**src/rtl/man_mul_arbiter_if.sv**
```systemverilog
// Requester/response bundle between two FP32 multiply lanes and the shared
// mantissa multiplier sequencer. The master modport is the requester side.
interface man_mul_arbiter_if;
    logic        req0_valid;
    logic        req0_ready;
    logic [23:0] req0_f1;
    logic [23:0] req0_f2;
    logic        req1_valid;
    logic        req1_ready;
    logic [23:0] req1_f1;
    logic [23:0] req1_f2;

    logic        rsp0_valid;
    logic [23:0] rsp0_man;
    logic        rsp0_exp_add;
    logic        rsp1_valid;
    logic [23:0] rsp1_man;
    logic        rsp1_exp_add;

    modport master (
        output req0_valid, req0_f1, req0_f2,
        output req1_valid, req1_f1, req1_f2,
        input  req0_ready, req1_ready,
        input  rsp0_valid, rsp0_man, rsp0_exp_add,
        input  rsp1_valid, rsp1_man, rsp1_exp_add
    );

    modport slave (
        input  req0_valid, req0_f1, req0_f2,
        input  req1_valid, req1_f1, req1_f2,
        output req0_ready, req1_ready,
        output rsp0_valid, rsp0_man, rsp0_exp_add,
        output rsp1_valid, rsp1_man, rsp1_exp_add
    );
endinterface

```
**src/rtl/man_mul_arbiter.sv**
```systemverilog
// Round-robin sharing of one 24x24 mantissa multiplier between two requesters,
// two-stage pipeline, fixed latency. Define MAN_MUL_ROUND_RNE_EN for RNE rounding.
module man_mul_arbiter (
    input logic              clk,
    input logic              rst,
    man_mul_arbiter_if.slave bus
);

    logic        prio;
    logic        prio_next;
    logic        grant0;
    logic        grant1;
    logic        xfer;

    logic        s1_valid;
    logic        s1_id;
    logic [23:0] s1_f1;
    logic [23:0] s1_f2;

    logic        s2_valid;
    logic        s2_id;
`ifdef MAN_MUL_ROUND_RNE_EN
    logic [47:0] s2_prod;
`else
    // Truncation only needs p[47:23]; the lower product bits are never stored.
    logic [24:0] s2_prod;
`endif

    logic [23:0] norm_man;
    logic        norm_exp_add;

    always_ff @(posedge clk) begin
        if (rst) begin
            prio <= 1'b0;
        end else begin
            prio <= prio_next;
        end
    end

    // After a transfer the requester that was not served becomes favoured.
    always_comb begin
        prio_next = prio;
        if (xfer) begin
            prio_next = grant0;
        end
    end

    always_comb begin
        grant0         = bus.req0_valid && (!bus.req1_valid || !prio);
        grant1         = bus.req1_valid && (!bus.req0_valid ||  prio);
        xfer           = grant0 || grant1;
        bus.req0_ready = grant0;
        bus.req1_ready = grant1;
    end

    always_ff @(posedge clk) begin
        if (rst) begin
            s1_valid <= 1'b0;
            s1_id    <= 1'b0;
            s1_f1    <= '0;
            s1_f2    <= '0;
            s2_valid <= 1'b0;
            s2_id    <= 1'b0;
            s2_prod  <= '0;
        end else begin
            s1_valid <= xfer;
            if (xfer) begin
                s1_id <= grant1;
                s1_f1 <= grant1 ? bus.req1_f1 : bus.req0_f1;
                s1_f2 <= grant1 ? bus.req1_f2 : bus.req0_f2;
            end
            s2_valid <= s1_valid;
            s2_id    <= s1_id;
`ifdef MAN_MUL_ROUND_RNE_EN
            s2_prod  <= {24'd0, s1_f1} * {24'd0, s1_f2};
`else
            s2_prod  <= 25'(({24'd0, s1_f1} * {24'd0, s1_f2}) >> 23);
`endif
        end
    end

`ifdef MAN_MUL_ROUND_RNE_EN
    logic [23:0] man_trunc;
    logic        guard;
    logic        sticky;
    logic [24:0] man_round;

    // Round-to-nearest-even; a carry out of 24 bits renormalises to 1.0 x 2.
    always_comb begin
        norm_exp_add = s2_prod[47];
        if (s2_prod[47]) begin
            man_trunc = s2_prod[47:24];
            guard     = s2_prod[23];
            sticky    = |s2_prod[22:0];
        end else begin
            man_trunc = s2_prod[46:23];
            guard     = s2_prod[22];
            sticky    = |s2_prod[21:0];
        end
        man_round = {1'b0, man_trunc} + 25'(guard && (sticky || man_trunc[0]));
        if (man_round[24]) begin
            norm_man     = 24'h800000;
            norm_exp_add = 1'b1;
        end else begin
            norm_man     = man_round[23:0];
        end
    end
`else
    always_comb begin
        norm_exp_add = s2_prod[24];
        norm_man     = s2_prod[24] ? s2_prod[24:1] : s2_prod[23:0];
    end
`endif

    always_comb begin
        bus.rsp0_valid   = s2_valid && !s2_id;
        bus.rsp1_valid   = s2_valid &&  s2_id;
        bus.rsp0_man     = norm_man;
        bus.rsp1_man     = norm_man;
        bus.rsp0_exp_add = norm_exp_add;
        bus.rsp1_exp_add = norm_exp_add;
    end

endmodule

```
**src/flat_wrapper.sv**
```systemverilog
// flat-port wrapper written by rule: the top's interface ports become plain ports
module man_mul_arbiter_flat 
  (clk, rst, bus_req0_valid, bus_req0_f1, bus_req0_f2, bus_req1_valid, bus_req1_f1, bus_req1_f2, bus_req0_ready, bus_req1_ready, bus_rsp0_valid, bus_rsp0_man, bus_rsp0_exp_add, bus_rsp1_valid, bus_rsp1_man, bus_rsp1_exp_add);
  man_mul_arbiter_if bus_i ();
  input logic clk;
  input logic rst;
  input wire logic [$bits(bus_i.req0_valid)-1:0] bus_req0_valid;
  input wire logic [$bits(bus_i.req0_f1)-1:0] bus_req0_f1;
  input wire logic [$bits(bus_i.req0_f2)-1:0] bus_req0_f2;
  input wire logic [$bits(bus_i.req1_valid)-1:0] bus_req1_valid;
  input wire logic [$bits(bus_i.req1_f1)-1:0] bus_req1_f1;
  input wire logic [$bits(bus_i.req1_f2)-1:0] bus_req1_f2;
  output wire logic [$bits(bus_i.req0_ready)-1:0] bus_req0_ready;
  output wire logic [$bits(bus_i.req1_ready)-1:0] bus_req1_ready;
  output wire logic [$bits(bus_i.rsp0_valid)-1:0] bus_rsp0_valid;
  output wire logic [$bits(bus_i.rsp0_man)-1:0] bus_rsp0_man;
  output wire logic [$bits(bus_i.rsp0_exp_add)-1:0] bus_rsp0_exp_add;
  output wire logic [$bits(bus_i.rsp1_valid)-1:0] bus_rsp1_valid;
  output wire logic [$bits(bus_i.rsp1_man)-1:0] bus_rsp1_man;
  output wire logic [$bits(bus_i.rsp1_exp_add)-1:0] bus_rsp1_exp_add;
  assign bus_i.req0_valid = bus_req0_valid;
  assign bus_i.req0_f1 = bus_req0_f1;
  assign bus_i.req0_f2 = bus_req0_f2;
  assign bus_i.req1_valid = bus_req1_valid;
  assign bus_i.req1_f1 = bus_req1_f1;
  assign bus_i.req1_f2 = bus_req1_f2;
  assign bus_req0_ready = bus_i.req0_ready;
  assign bus_req1_ready = bus_i.req1_ready;
  assign bus_rsp0_valid = bus_i.rsp0_valid;
  assign bus_rsp0_man = bus_i.rsp0_man;
  assign bus_rsp0_exp_add = bus_i.rsp0_exp_add;
  assign bus_rsp1_valid = bus_i.rsp1_valid;
  assign bus_rsp1_man = bus_i.rsp1_man;
  assign bus_rsp1_exp_add = bus_i.rsp1_exp_add;
  man_mul_arbiter u_core (.clk(clk), .rst(rst), .bus(bus_i));
endmodule
```
**config.mk**
```make
export PLATFORM = sky130hd
export DESIGN_NAME = man_mul_arbiter_flat
export DESIGN_NICKNAME = d
export VERILOG_FILES = /design/src/rtl/man_mul_arbiter_if.sv /design/src/rtl/man_mul_arbiter.sv /design/src/flat_wrapper.sv
export SDC_FILE = /design/constraint.sdc
export NUM_CORES = 1
export LEC_CHECK = 0
export BUFFER_PORTS_ARGS = -buffer_cell sky130_fd_sc_hd__buf_2
export CAP_MARGIN = 20
export CORE_MARGIN = 10
export CORE_UTILIZATION = 55
export CTS_CLUSTER_DIAMETER = 50
export DETAILED_ROUTE_END_ITERATION = 10
export GPL_ROUTABILITY_DRIVEN = 0
export GPL_TIMING_DRIVEN = 0
export PLACE_DENSITY = 0.74
export SYNTH_ARGS = -nofsm -noshare
export SYNTH_HDL_FRONTEND = slang
export SYNTH_SLANG_ARGS = --single-unit
export TNS_END_PERCENT = 50
```
**constraint.sdc**
```tcl
create_clock -name clk -period 7.9 [get_ports clk]
set_clock_uncertainty 0.1 [all_clocks]
set_input_delay 1.185 -clock clk [delete_from_list [all_inputs] [get_ports clk]]
set_output_delay 1.185 -clock clk [all_outputs]
set_load 0.01 [all_outputs]
```
==> results of run 1 <==
cells in the final DEF, fill, tap and decap left out, drive strengths merged, types with 4 or more instances in the layout:
| cell | count |
|---|---|
| a2111oi | 32 |
| a211oi | 4 |
| a21o | 33 |
| a21oi | 43 |
| a311oi | 5 |
| a31oi | 23 |
| and2 | 296 |
| and3 | 5 |
| and3b | 32 |
| buf | 186 |
| clkbuf | 143 |
| dfxtp | 78 |
| fa | 481 |
| ha | 170 |
| inv | 578 |
| mux2 | 24 |
| mux2i | 32 |
| nand2 | 305 |
| nand3 | 9 |
| nand4 | 10 |
| nor2 | 84 |
| nor2b | 6 |
| nor3 | 5 |
| o21ai | 17 |
| o221a | 14 |
| xnor2 | 10 |
| xor2 | 16 |
state kept, by name, indices dropped and copies added, names as in the netlist:
| name | count |
|---|---|
| u_core.s2_valid | 1 |
| u_core.s1_f2 | 24 |
| u_core.s1_id | 1 |
| u_core.s2_id | 1 |
| u_core.prio | 1 |
| u_core.s2_prod | 25 |
| u_core.s1_valid | 1 |
| u_core.s1_f1 | 24 |
per-layer routing:
metal | share of wire, % | routed length, µm | vias to the layer above | global-route usage, %
li1 | - | - | 7829 | -
met1 | 35 | 24000 | 9002 | 33.3
met2 | 46 | 31200 | 1098 | 45.1
met3 | 11 | 7620 | 291 | 7.63
met4 | 7.9 | 5360 | 0 | 18.7
met5 | 0 | 0 | - | 0
worst min path at each step:
stage | startpoint | end | depth (start not counted)
6_report | u_core.s1_valid | u_core.s2_valid | 1
5_1_grt | u_core.s1_valid | u_core.s2_valid | 1
4_1_cts | u_core.s1_valid | u_core.s2_valid | 1
3_5_place_dp | u_core.s1_valid | u_core.s2_valid | 1
3_3_place_gp | u_core.s1_valid | u_core.s2_valid | 1
2_1_floorplan | u_core.s1_valid | u_core.s2_valid | 1
where the power goes:
part           switching (mW)  internal [mW]  total (mW)
clock network           0.211          0.224       0.435
logic                    2.83           1.85        4.68
registers              0.0869          0.472       0.559
what timing repair did:
action | CTS | global route
pin swaps | 1 | 0
gates resized for setup | 29 | 94
buffers inserted | 1 | 0
endpoints found under the setup margin | 19 | 16
kinds of logic after synthesis:
family | count (synthesis)
buf+inv | 741
compound gates | 194
mux | 56
fa+ha+maj | 651
xor+xnor | 26
flops | 78
simple gates | 764
area by class of cell:
type                       count  area share (%)
clock buffer                   9           0.929
clock inverter                 7           0.289
multi-input combinational   1691            74.1
sequential                    78            6.48
antenna                        3          0.0310
tap                          525            2.71
buffer                       168            3.35
timing repair buffer         152            3.20
inverter                     572            8.86
metrics by stage:
step                setup TNS (ns)  cells  cell area (µm²)  utilization, %
floorplan                        0   2510            22400               -
detailed placement           -6.76   3186            23800            59.5
finish                           0   3205            24200            60.6
CTS                              0   3203            24200            60.4
global placement             -5.26   3186            23800            59.5
global route                -0.128   3203            24200            60.6
==> metrics, run 1 <==
R2R Path End u_core.s2_prod[18]; Filler cells 3502; Max Buffers Root-to-Sink 2; post-synth top area share 43.0%; Hold Buf Count CTS 0; Max Freq 129 MHz; layout cells sized above 1 12.1%; CP Launch Point u_core.s1_f2[14]; die height 222 µm; Final Cycle Share 98.2%; Synth-to-Final Area Change 8.31%; Post-synth ARST share 0%; GRT Total Usage 28.4%; Power Density 234 nW/µm²; drt via density 5.68; XOR/XNOR Fraction of Synth Area 1.02%; CTS Buf Count 9; R2R setup slack 0.14 ns; Bufs and invs on worst path 8; Core Area 40000 µm²; final global-route overflow total 0; multi-input gate area in the final layout 18000 µm²; CP max-delay cell clkbuf_1; Netlist Area Pre-Place 22400 µm²; post-route ant nets 0; overall die area 49200 µm²; Arr. time, crit path 7.93 ns; flip-flop and latch area 1570 µm²; Worst VDD drop 0.262 mV; most common cell in the synthesized netlist inv_1; Iter 0 DRT Violations 1374; CTS tree yes; Syn Area/Cell 8.92 µm²; Chip Width 222 µm; critical path endpoint u_core.s2_prod[18]; Top FF cell, synth dfxtp_1; initial antenna violation count 3; FP Rows 73; Netlist cell types 65; #FFs+latches synth 78; Routed Wire Length 68200 µm; Placement Setup Slack -0.613 ns; number of I/O port buffers 151; reg2reg start u_core.s1_f2[14]; required time of the critical path 8.07 ns; Top delay family on crit path adder cells; Leak 12.8 nW; Tmin final 7.76 ns; WS Path Type reg2reg; main combinational cell family by area after synthesis adder cells; largest net degree at the start of global routing 18; number of enable-type register cells in the synthesized netlist 0; Synth Area in Compound Gates 6.55%; post-synth top area cell fa_1; Setup crit start kind flip-flop; syn_nets 3261; worst slew pin tran 0.960 ns; total of max-cap violations 0; RSZ-0062 raised after global routing yes; drt first pass iters 5; Hold Vio Cnt, Final 0; DPL Wire Length 57100 µm; vias in the first global route 20000; Max Fanout on Critical Path 10; Final WS setup 0.142 ns; top post-synthesis cells by area fa_1 43%, inv_1 9.6%, ha_1 9.5%, and2_1 8.3%, dfxtp_1 7.0%; adder-cell share of the synthesized area 52.5%; clk sinks 78; YS warnings 0; simple-gate share of the synthesized area 17.4%; first-pass GRT wire length 109000 µm; R2R cell count 24; Worst Setup End Kind flip-flop; final hold slack 0.348 ns; final setup violation count 0; status finished clean; Final #Nets 3423; Mapped Cells 2510; DR DRC count 0; crit-path max cell delay 0.75 ns; Initial Util 55.9%; Post-synth top cells 572 x inv_1, 481 x fa_1, 304 x nand2_1; clk_lat worst skew 0.39 ns; per-cell routed wire length 21.3 µm; clk root buf clkbuf_16; pins over their slew limit 0; worst path cell trace clkbuf_1 > nand2_1 > fa_1 > inv_1 > fa_1 > inv_1 > fa_1 > fa_1 > inv_1 > fa_1 > fa_1 > inv_1 > fa_1 > inv_1 > ha_1 > buf_2 > a21o_1 > a21oi_1 > inv_1 > a221oi_2 > o31ai_4 > a221o_2 > a31oi_2 > mux2_4; Clk pin slew, worst setup/hold paths 0.07 ns; H-tree levels 3; Boundary Pins 154; via count 18200; most used cell, CP fa_1; Seq/Total Area, Yosys 6.98%; Total Power 5.67 mW; Critical Path Stages 24; mux contribution to synthesized area 2.66%; type of the most critical hold path reg2reg; Relative slew margins 36.0%
Power figures use the tool's default switching activity.
==> run 2, diff against run 1 <==
--- a/config.mk
+++ b/config.mk
@@ -7,6 +7,7 @@
 export LEC_CHECK = 0
 export BUFFER_PORTS_ARGS = -buffer_cell sky130_fd_sc_hd__buf_2
 export CAP_MARGIN = 20
+export CORE_ASPECT_RATIO = 1.25
 export CORE_MARGIN = 10
 export CORE_UTILIZATION = 55
 export CTS_CLUSTER_DIAMETER = 50
==> run 2 against run 1 <==
  * Count of clock-buffer cells in the layout is the same
  * Final cell count grew 0.59%
  * Fmax grew 0.52%
  * Flip-flop and latch count is the same
  * Design area grew 0.30%
  * First-iteration DRC count shrank 6.4%
  * Sequential share of layout area is essentially flat
  * Via count is essentially flat
  * Routed wire length grew 1.4%
  * Critical endpoint unchanged
==> metrics, run 2 (synthesis results as in run 1) <==
drt first pass iters 5 (unchanged); first-pass GRT wire length 111000 µm (was 109000 µm); clk sinks 78 (unchanged); via count 18200 (about the same); Leak 12.8 nW (about the same); Setup crit start kind flip-flop (unchanged); clk root buf clkbuf_16 (unchanged); Relative slew margins 41.5% (was 36.0%); Synth-to-Final Area Change 8.63% (was 8.31%); drt via density 5.66 (was 5.68); post-layout util 60.6% (about the same); Final WS setup 0.182 ns (was 0.142 ns); post-route ant nets 0 (unchanged); DP Cell Count 3207 (was 3186); Final Cycle Share 97.7% (was 98.2%); FP Rows 82 (was 73); Placement Setup Slack -0.549 ns (was -0.613 ns); Hold Vio Cnt, Final 0 (unchanged); CTS Buf Count 9 (unchanged); layout cells sized above 1 12.5% (was 12.1%); Routed Wire Length 69200 µm (was 68200 µm); Worst Setup End Kind flip-flop (unchanged); Iter 0 DRT Violations 1286 (was 1374); H-tree levels 3 (unchanged); largest net degree at the start of global routing 17 (was 18); Core Area 40100 µm² (was 40000 µm²); DR WL met3 5790 µm (was 7620 µm); Initial Util 55.8% (was 55.9%); most frequent cells in the layout 572 x inv_1, 481 x fa_1, 304 x nand2_1, 296 x and2_1, 170 x ha_1 (unchanged); vias in the first global route 20300 (was 20000); DR DRC count 0 (unchanged); Clk pin slew, worst setup/hold paths 0.07 ns (about the same); Worst VDD drop 0.275 mV (was 0.262 mV); routed wl met2 33500 µm (was 31200 µm); biggest regs u_core.s2_prod: 25 flops, u_core.s1_f1: 24 flops, u_core.s1_f2: 24 flops (unchanged); DPL Wire Length 58200 µm (was 57100 µm); met1 wire length 23200 µm (was 24000 µm); Largest register FFs 25 (unchanged); Arr. time, crit path 7.89 ns (was 7.93 ns); CTS tree yes (unchanged); Finished Layout Cells 3224 (was 3205); die height 246 µm (was 222 µm); Power Density 234 nW/µm² (about the same); GRT Total Usage 29.1% (was 28.4%); Final #Nets 3423 (unchanged); Top reg by flops u_core.s2_prod (unchanged); final setup violation count 0 (unchanged); final global-route overflow total 0 (unchanged); Chip Width 200 µm (was 222 µm); Max Freq 130 MHz (was 129 MHz); most common cell after layout, fill and taps aside inv_1 (unchanged); Max Buffers Root-to-Sink 2 (unchanged); clk_lat worst skew 0.39 ns (about the same); per-cell routed wire length 21.5 µm (was 21.3 µm); initial antenna violation count 3 (unchanged); number of I/O port buffers 151 (unchanged); Max Fanout on Critical Path 10 (unchanged); highest routed layer met4 (unchanged); type of the most critical hold path reg2reg (unchanged); WS Path Type reg2reg (unchanged); overall die area 49200 µm² (about the same); pins over their slew limit 0 (unchanged); status finished clean (unchanged); required time of the critical path 8.07 ns (about the same); Tmin final 7.72 ns (was 7.76 ns); total of max-cap violations 0 (unchanged); Boundary Pins 154 (unchanged); worst slew pin tran 0.877 ns (was 0.960 ns)
## run 2: changes by cell type in the layout (fill, tap and decap cells not counted), moves of 2 or more
cell / before / now
clkbuf_4: 3 / 10
buf_2: 158 / 162
clkbuf_1: 77 / 71
dfxtp_2: 8 / 12
clkbuf_2: 54 / 49
diode_2: 3 / 1
dfxtp_1: 70 / 66
inv_8: 4 / 1
inv_6: 2 / 4
## run 2: area by class of cell
type	count	area (µm²)
fillers	3492	15800
well taps	546	683
diodes	1	2.50
clock inverters	7	85.1
flip-flops and latches	78	1580
repair buffers	152	763
inverters	572	2150
multi-input cells	1691	18000
clock buffers	9	225
plain buffers	168	837
## run 2: critical path, cell delays in order, from the launching register on
cell and delay [ns]:
dfxtp_1 0.41, clkbuf_1 0.65, nand2_1 0.18, fa_1 0.51, fa_1 0.49, inv_1 0.05
fa_1 0.49, fa_1 0.58, fa_1 0.45, fa_1 0.48, inv_1 0.05, fa_1 0.48
inv_1 0.04, ha_1 0.45, a21oi_2 0.27, o21ai_2 0.14, a311oi_4 0.27, buf_4 0.22
nand3_2 0.12, nand2_2 0.15, o31ai_4 0.10, a221o_2 0.41, a31oi_2 0.20, mux2_4 0.31
## run 2: repair_timing
item | in CTS | in global routing
setup buffers | 0 | 1
pin swaps | 1 | 1
resized for setup | 59 | 71
hold buffers | 0 | 0
cloned | 0 | 0
setup endpoints to repair | 18 | 11
## run 2: path summary, 6_finish.rpt
path              startpoint                  to  slack [ns]  cells past startpoint
max          u_core.s1_f1[1]  u_core.s2_prod[18]        0.18                     23
min          u_core.s1_valid     u_core.s2_valid        0.34                      1
max reg2reg  u_core.s1_f1[1]  u_core.s2_prod[18]        0.18                     23
min reg2reg  u_core.s1_valid     u_core.s2_valid        0.34                      1
## run 2: metal layers
layer	vias to the layer above	global-route usage [%]
met5	-	0
met3	333	6.47
met4	0	24.0
met1	9110	30.8
met2	956	49.6
li1	7836	-
## run 2: per-stage QoR
stage	power [mW]	cell area [µm²]	setup TNS (ns)	hold WS [ns]
final	5.69	24300	0	0.336
after global routing	6.33	24300	-0.00101	0.370
after CTS	5.63	24200	0	0.339
after detailed placement	5.11	23800	-5.52	0.322
after global placement	5.01	23800	-5.26	0.324
after floorplan	3.80	22400	0	0.314
## run 2: power breakdown
group / switching (mW) / leakage (nW) / internal (mW) / total [mW]
clock network: 0.216 / 0.153 / 0.252 / 0.469
logic: 2.85 / 12.0 / 1.82 / 4.67
registers: 0.0833 / 0.652 / 0.473 / 0.556
==> run 3, diff against run 2 <==
--- a/config.mk
+++ b/config.mk
@@ -6,7 +6,6 @@
 export NUM_CORES = 1
 export LEC_CHECK = 0
 export BUFFER_PORTS_ARGS = -buffer_cell sky130_fd_sc_hd__buf_2
-export CAP_MARGIN = 20
 export CORE_ASPECT_RATIO = 1.25
 export CORE_MARGIN = 10
 export CORE_UTILIZATION = 55
@@ -15,6 +14,7 @@
 export GPL_ROUTABILITY_DRIVEN = 0
 export GPL_TIMING_DRIVEN = 0
 export PLACE_DENSITY = 0.74
+export REMOVE_ABC_BUFFERS = 1
 export SYNTH_ARGS = -nofsm -noshare
 export SYNTH_HDL_FRONTEND = slang
 export SYNTH_SLANG_ARGS = --single-unit
==> run 3 against run 2 <==
  * Sequential share of layout area up 0.46 points
  * Routed wire length down 8.6%
  * Largest cell class unchanged
  * Flip-flop and latch count unchanged
  * Non-clock buffer count fell by 165
  * Final cell count is 5.1% lower
  * Clock power down 2%
==> metrics, run 3 (synthesis results as in run 1) <==
status finished clean (unchanged); drt first pass iters 5 (unchanged); drt via density 5.67 (was 5.66); Top reg by flops u_core.s2_prod (unchanged); type of the most critical hold path reg2reg (unchanged); final global-route overflow total 0 (unchanged); Max Freq 131 MHz (was 130 MHz); Sequential Power Share 13.2% (was 9.8%); CTS Buf Count 9 (unchanged); layout cells sized above 1 10.8% (was 12.5%); initial antenna violation count 0 (was 3); FP Rows 82 (unchanged); clk root buf clkbuf_16 (unchanged); Hold Vio Cnt, Final 0 (unchanged); n_diodes 0 (was 1); number of I/O port buffers 153 (was 151); Final Cycle Share 96.8% (was 97.7%); largest net degree at the start of global routing 82 (was 17); GR Layer Usage met1 29.1% (was 30.8%); clock network power share 8.3% (was 8.2%); post-CTS setup buffers 0 (unchanged); Max Buffers Root-to-Sink 2 (unchanged); vias in the first global route 19600 (was 20300); post-route ant nets 0 (unchanged); RSZ-0062 raised after global routing no; Largest register FFs 25 (unchanged); Clk pin slew, worst setup/hold paths 0.08 ns (was 0.07 ns); Routed Wire Length 63200 µm (was 69200 µm); final hold slack 0.346 ns (was 0.336 ns); clk sinks 78 (unchanged); die height 246 µm (unchanged); Leak 12.3 nW (was 12.8 nW); Gate power share 78.4% (was 82.0%); Max Fanout on Critical Path 25 (was 10); GR Util met2 48.9% (was 49.6%); clk_lat worst skew 0.36 ns (was 0.39 ns); met3 GRT Util 3.78% (was 6.47%); Min-Delay Startpoint u_core.s1_valid (unchanged); Iter 0 DRT Violations 1063 (was 1286); DR DRC count 0 (unchanged); required time of the critical path 8.04 ns (was 8.07 ns); Worst Setup End Kind flip-flop (unchanged); Chip Width 200 µm (unchanged); DPL Wire Length 45900 µm (was 58200 µm); Hold Buf Count CTS 0 (unchanged); most frequent cells in the layout 572 x inv_1, 481 x fa_1, 303 x nand2_1, 296 x and2_1, 170 x ha_1 (was 572 x inv_1, 481 x fa_1, 304 x nand2_1, 296 x and2_1, 170 x ha_1); R2R Path End u_core.s2_prod[18] (unchanged); via count 17300 (was 18200); Relative slew margins 13.9% (was 41.5%); Setup crit start kind flip-flop (unchanged); Synth-to-Final Area Change 5.15% (was 8.63%); Initial Util 55.8% (unchanged); busiest grt layer met2 (unchanged); reg2reg start u_core.s1_f2[21] (was u_core.s1_f1[1]); CTS tree yes (unchanged); Filler cells 3524 (was 3492); Boundary Pins 154 (unchanged); Core Area 40100 µm² (unchanged); Worst VDD drop 0.234 mV (was 0.275 mV); R2R setup slack 0.25 ns (was 0.18 ns); per-cell routed wire length 20.7 µm (was 21.5 µm); Power Density 235 nW/µm² (was 234 nW/µm²); WS Path Type reg2reg (unchanged); worst slew pin tran 1.29 ns (was 0.877 ns); Internal Dissipation 2.45 mW (was 2.54 mW); most common cell after layout, fill and taps aside inv_1 (unchanged); Tmin final 7.65 ns (was 7.72 ns); hold worst-path end u_core.s2_valid (unchanged); Net Sw Power 3.07 mW (was 3.15 mW); overall die area 49200 µm² (unchanged); setup_tns 0 ns (unchanged); final setup violation count 0 (unchanged); pins over their slew limit 0 (unchanged); hold path depth 1 (unchanged); GRT Total Usage 26.4% (was 29.1%); Net Sw Frac 55.7% (was 55.3%); total of max-cap violations 0 (unchanged); R2R cell count 21 (was 23); first-pass GRT wire length 103000 µm (was 111000 µm); biggest regs u_core.s2_prod: 25 flops, u_core.s1_f1: 24 flops, u_core.s1_f2: 24 flops (unchanged); H-tree levels 3 (unchanged); Arr. time, crit path 7.79 ns (was 7.89 ns); Final #Nets 3258 (was 3423)
==> run 3: cell types whose count changed in the layout (fill, tap and decap cells not counted), moves of 8 or more <==
cell	change
buf_2	-11
clkbuf_1	-71
buf_4	-24
dfxtp_2	+23
clkbuf_4	-10
dfxtp_4	+8
dfxtp_1	-31
clkbuf_2	-49
==> run 3: worst max-delay path: stages (launching register included) <==
cell	delay [ns]
dfxtp_1	1.18
nand2_1	0.19
fa_1	0.55
fa_1	0.49
inv_1	0.05
fa_1	0.45
fa_1	0.50
fa_1	0.46
fa_1	0.50
inv_1	0.05
fa_1	0.47
inv_1	0.04
ha_1	0.39
a21oi_2	0.21
o21ai_0	0.12
a311oi_2	0.38
nand3_2	0.16
nand2_2	0.18
o31ai_4	0.11
a221o_2	0.41
a31oi_2	0.21
mux2_4	0.32
==> run 3: layout make-up <==
type	count	area, µm²	share of cell area, %
inverters	572	2150	9.12
clock buffers	9	225	0.957
well taps	546	683	2.90
multi-input cells	1691	17900	76.2
flip-flops and latches	78	1640	6.95
clock inverters	7	80.1	0.340
repair buffers	155	818	3.48
==> run 3: metal layers <==
metal / up-vias / part of all wire [%]
li1: 7493 / -
met1: 8836 / 35
met2: 776 / 52
met3: 239 / 6.7
met4: 0 / 5.4
met5: - / 0
==> run 3: power by group through the flow <==
stage	Sequential (mW)	Clock, mW	Combinational [mW]
after CTS	0.716	0.460	4.30
final	0.731	0.460	4.33
after detailed placement	0.722	0	4.24
after global routing	0.732	0.475	4.87
after floorplan	0.572	0	3.13
after global placement	0.718	0	4.13
==> run 3: per-stage QoR <==
stage          utilization, %  total power, mW  worst slack [ns]  instance area, µm²  cells
6_report                 58.7             5.52             0.254               23500   3058
5_1_grt                  58.7             6.08            0.0122               23500   3058
4_1_cts                  58.5             5.47           0.00170               23500   3058
3_5_place_dp             57.7             4.97            -0.127               23200   3042
3_3_place_gp             57.6             4.85           -0.0739               23100   3040
2_1_floorplan               -             3.70              1.10               21600   2341
==> run 3: worst max-delay path by stage <==
stage	startpoint	to	slack [ns]	depth (start not counted)
2_1_floorplan	u_core.s1_f2[3]	u_core.s2_prod[18]	1.10	25
3_3_place_gp	u_core.s1_f2[9]	u_core.s2_prod[21]	-0.07	23
3_5_place_dp	u_core.s1_f2[9]	u_core.s2_prod[18]	-0.13	21
4_1_cts	u_core.s1_f2[2]	u_core.s2_prod[19]	0.002	24
5_1_grt	u_core.s1_f2[10]	u_core.s2_prod[19]	0.01	23
6_report	u_core.s1_f2[21]	u_core.s2_prod[18]	0.25	21
==> run 3: what timing repair did <==
item,4_1_cts,5_1_grt
resized for setup,18,32
setup endpoints to repair,8,15
cloned,0,0
